$ cat config.mk
export PLATFORM = sky130hd
export DESIGN_NAME = jr_fetch_ctrl
export DESIGN_NICKNAME = d
export VERILOG_FILES = /design/src/rtl/fetch_pkg.sv /design/src/rtl/pc_next_sel.sv /design/src/rtl/jr_fetch_ctrl.sv
export SDC_FILE = /design/constraint.sdc
export NUM_CORES = 1
export LEC_CHECK = 0
export ABC_AREA = 1
export CAP_MARGIN = 20
export CORE_ASPECT_RATIO = 0.7
export CORE_MARGIN = 2
export CORE_UTILIZATION = 33
export DETAILED_ROUTE_END_ITERATION = 8
export MAX_ROUTING_LAYER = met4
export PLACE_DENSITY = 0.77
export RECOVER_POWER = 50
export SETUP_SLACK_MARGIN = 0.1
export SYNTH_ARGS = -nofsm -noshare
export SYNTH_HDL_FRONTEND = slang
export SYNTH_SLANG_ARGS = --single-unit
$ cat constraint.sdc
create_clock -name clk -period 1.2 [get_ports clk]
set_input_delay 0.18 -clock clk [delete_from_list [all_inputs] [get_ports clk]]
set_output_delay 0.18 -clock clk [all_outputs]
set_load 0.05 [all_outputs]
$ cat src/rtl/fetch_pkg.sv
// Shared constants and state type for the jr-aware fetch PC controller.
package fetch_pkg;
  localparam int          PC_W     = 10;
  localparam logic [9:0]  RESET_PC = 10'd0;
  localparam int          FETCH_W  = 2;

  typedef enum logic {
    RUN     = 1'b0,
    WAIT_JR = 1'b1
  } fetch_state_e;
endpackage

$ cat src/rtl/pc_next_sel.sv
// Combinational next-PC / next-state priority select for the fetch controller.
module pc_next_sel
  import fetch_pkg::*;
(
  input  fetch_state_e    state,
  input  logic [PC_W-1:0] pc,
  input  logic            stall,
  input  logic            flush,
  input  logic [PC_W-1:0] flush_target,
  input  logic            dec_jump,
  input  logic [PC_W-1:0] dec_jump_target,
  input  logic            jr_detect,
  input  logic            jr_src_ready,
  input  logic [PC_W-1:0] jr_src_val,
  input  logic            jr_out,
  input  logic [PC_W-1:0] jr_addr,
  output logic [PC_W-1:0] pc_nxt,
  output fetch_state_e    state_nxt
);

  always_comb begin
    pc_nxt    = pc;
    state_nxt = state;
    if (flush) begin
      pc_nxt    = flush_target;
      state_nxt = RUN;
    end else if (state == WAIT_JR) begin
      // a resolve pulse seen while running is stale and never reaches here
      if (jr_out) begin
        pc_nxt    = jr_addr;
        state_nxt = RUN;
      end
    end else if (stall) begin
      pc_nxt = pc;
    end else if (jr_detect) begin
      if (jr_src_ready) pc_nxt = jr_src_val;
      else              state_nxt = WAIT_JR;
    end else if (dec_jump) begin
      pc_nxt = dec_jump_target;
    end else begin
      pc_nxt = pc + PC_W'(FETCH_W);
    end
  end

endmodule

$ cat src/rtl/jr_fetch_ctrl.sv
// 2-wide fetch PC controller that freezes on unresolved jr until the RS broadcasts.
// Optional macro JR_PERF_EN adds a saturating WAIT_JR cycle counter output.
//
// state   | meaning
// RUN     | fetching; pc advances, jumps or redirects each cycle
// WAIT_JR | jr target unknown; fetch frozen until jr_out or flush
module jr_fetch_ctrl
  import fetch_pkg::*;
(
  input  logic            clk,
  input  logic            rst,
  input  logic            stall,
  input  logic            flush,
  input  logic [PC_W-1:0] flush_target,
  input  logic            dec_jump,
  input  logic [PC_W-1:0] dec_jump_target,
  input  logic            jr_detect,
  input  logic            jr_src_ready,
  input  logic [PC_W-1:0] jr_src_val,
  input  logic            jr_out,
  input  logic [PC_W-1:0] jr_addr,
  output logic [PC_W-1:0] pc_out,
  output logic [1:0]      fetch_valid,
  output logic            jr_wait
`ifdef JR_PERF_EN
  ,
  output logic [15:0]     jr_wait_cycles
`endif
);

  fetch_state_e    state, state_nxt;
  logic [PC_W-1:0] pc, pc_nxt;

  pc_next_sel u_sel (
    .state           (state),
    .pc              (pc),
    .stall           (stall),
    .flush           (flush),
    .flush_target    (flush_target),
    .dec_jump        (dec_jump),
    .dec_jump_target (dec_jump_target),
    .jr_detect       (jr_detect),
    .jr_src_ready    (jr_src_ready),
    .jr_src_val      (jr_src_val),
    .jr_out          (jr_out),
    .jr_addr         (jr_addr),
    .pc_nxt          (pc_nxt),
    .state_nxt       (state_nxt)
  );

  always_ff @(posedge clk) begin
    if (rst) begin
      pc    <= RESET_PC;
      state <= RUN;
    end else begin
      pc    <= pc_nxt;
      state <= state_nxt;
    end
  end

  assign pc_out      = pc;
  assign fetch_valid = {2{state == RUN}};
  assign jr_wait     = (state == WAIT_JR);

`ifdef JR_PERF_EN
  always_ff @(posedge clk) begin
    if (rst)
      jr_wait_cycles <= 16'd0;
    else if (state == WAIT_JR && jr_wait_cycles != 16'hFFFF)
      jr_wait_cycles <= jr_wait_cycles + 16'd1;
  end
`endif

endmodule

==> out/metrics.csv <==
metric,value,unit
outcome,finished with violations,
violations,negative setup slack,
portBuffers,60,
fmax,0.787,GHz
grt_max_degree,15,
synth_nets,212,
synthTopCellsByArea,"dfxtp_1 (23%), nand2_1 (22%), a21oi_1 (6.8%)",
routabilityCongestion,0.883,
rsz0062_at_grt,yes,
finClkSkew,3.05,ps
powerDensity,778,nW/um2
syn_avg_cell_area,5.89,um2
track_usage,25.1,%
syn_to_final_growth,117,%
viasPerCell,5.21,
synth_seq_cells,11,
netlist-cell-type-count,27,
critical_path_class,flip-flop to primary output,
avgRoutedWirePerCell,14.6,um
antenna_left,0,
nNetsFinal,294,
grt_pass1_wl,6110,um
synth_flop_cell,dfxtp_1,
critPathMaxFanout,6,
min_path_type,flip-flop to flip-flop,
initial_core_util,34.5,%
dp_hpwl,2880,um
final.setup.tns,-172,ps
dp.cells,274,
fin_util,75.0,%
rr_worst_depth,7,
clkLatencyLatePin,240,ps
finalHoldViolations,0,
fin_area,2090,um2
fin_crit,1270,ps
drt_iter0_drc,149,
dieArea,3360,um2
setup.worst_path.end_class,primary output,
cts.sinks,11,
dr.pass1.iters,4,
placed_cell_area,1910,um2
worst_hold_path.num_cells,2,
core_area,2780,um2
die-width,68.5,um
place_ws,-342,ps
drv_cap,0,
cts_tree,yes,
clockRootBuffer,clkbuf_8,
diodes,0,
die_y,49.1,um
timing.rr.start,pc_out[1],
p_leak,0.873,nW
fin_ws,-71.1,ps
synth_top_area_share,22.9,%
reg2reg_slack,-20,ps
min_to,pc_out[5],
cp.arrival,1090,ps
num_vias,1459,
fin_cells,280,
critPathRequiredTime,1020,ps
synth-edff-count,0,
htree_levels,1,
grt_pass1_vias,1382,
tightest_slew,302,ps
setup_viol,5,
drc,0,
clk_pin_slew,50,ps
cp-start-kind,flip-flop,
vdd_drop_max,0.554,mV
synth_common_cells,"nand2_1 (57), nor2_1 (16), a21oi_1 (13), inv_1 (12), nand3_1 (12)",
yosysMostFrequentCell,nand2_1,
drive_gt1_share,35.2,%
rows,16,
ys_warn_count,0,
yosysSeqAreaShare,22.9,%
yosys.area.top_type,dfxtp_1,
antenna_found_initial,0,
cts_buffers,3,
cts_max_path_buffers,2,
hold_buffers,0,
timing.rr.end,pc_out[5],
slew_viol_final,0,
syn_inst,163,
min_from,pc_out[5],
synthArstFlopShare,0,%
gr-total-overflow,0,
syn_area,960,um2
period_share,106,%
finalWirelength,4100,um
relSlewSlack,79.9,%
io_pins,61,
report_power, final:
group	total (mW)	switching [mW]	internal [mW]
sequential	0.443	0.0436	0.399
combinational	0.793	0.382	0.411
clock	0.386	0.152	0.234
total	1.62	0.578	1.04
per-layer routing:
metal | GRT usage [%] | wire length (um) | vias up
li1 | - | - | 701
met1 | 31.0 | 1650 | 639
met2 | 39.6 | 1930 | 98
met3 | 6.47 | 366 | 21
met4 | 8.00 | 151 | 0
met5 | - | 0 | -
worst max path at each step:
stage               slack [ps]  cells past startpoint      start        endpoint
CTS                         -6                      2    jr_wait  fetch_valid[1]
finish                     -70                      2    jr_wait  fetch_valid[1]
global placement          -270                      8  jr_detect       pc_out[0]
global route              -110                      2    jr_wait  fetch_valid[1]
floorplan                 -110                      3    jr_wait  fetch_valid[1]
detailed placement        -340                      8  jr_detect       pc_out[0]
what timing repair did:
item | CTS | global route
endpoints found under the setup margin | 12 | 13
resized for setup | 18 | 23
setup buffers | 2 | 0
pin swaps | 7 | 9
flip-flops by register name (all words and copies together) (netlist names):
name / flops
jr_wait: 1
pc_out: 10
cell type report:
type / count / area (um2)
tap: 36 / 45.0
inverter: 14 / 63.8
timing repair buffer: 82 / 905
fill: 203 / 697
sequential: 11 / 244
multi-input combinational: 133 / 783
clock buffer: 4 / 45.0
kinds of logic after synthesis:
| kind of cell | share of synthesized area, % |
|---|---|
| AND/OR/NAND/NOR | 44.5 |
| AO/OA/AOI/OAI | 21.5 |
| adder cells (fa/ha/maj) | 1.30 |
| buffers and inverters | 9.78 |
| flip-flops | 22.9 |
stage by stage:
step / hold slack [ps] / power [mW]
finish: 543 / 1.62
detailed placement: 518 / 1.18
floorplan: 334 / 0.757
global route: 568 / 1.70
global placement: 498 / 1.17
CTS: 523 / 1.57
critical path, cell delays in order (launching register included):
cell and delay (ps):
dfxtp_4 440, clkinvlp_4 210, buf_12 200
layout by cell type, fill, tap and decap left out, types with 4 or more instances in the layout:
master | netlist | final
a21oi_2 | 4 | 8
dfxtp_4 | 0 | 5
buf_12 | 0 | 13
o22ai_1 | 7 | 7
nand2_1 | 57 | 52
a21oi_1 | 13 | 7
nand3_1 | 12 | 8
buf_4 | 1 | 17
nand2_2 | 2 | 5
nor2_1 | 16 | 11
inv_1 | 12 | 11
clkdlybuf4s50_1 | 0 | 44
nor2_4 | 1 | 6
nand3_2 | 0 | 4
dfxtp_2 | 0 | 4
buf_6 | 2 | 4
(Power assumes the default switching activity.)
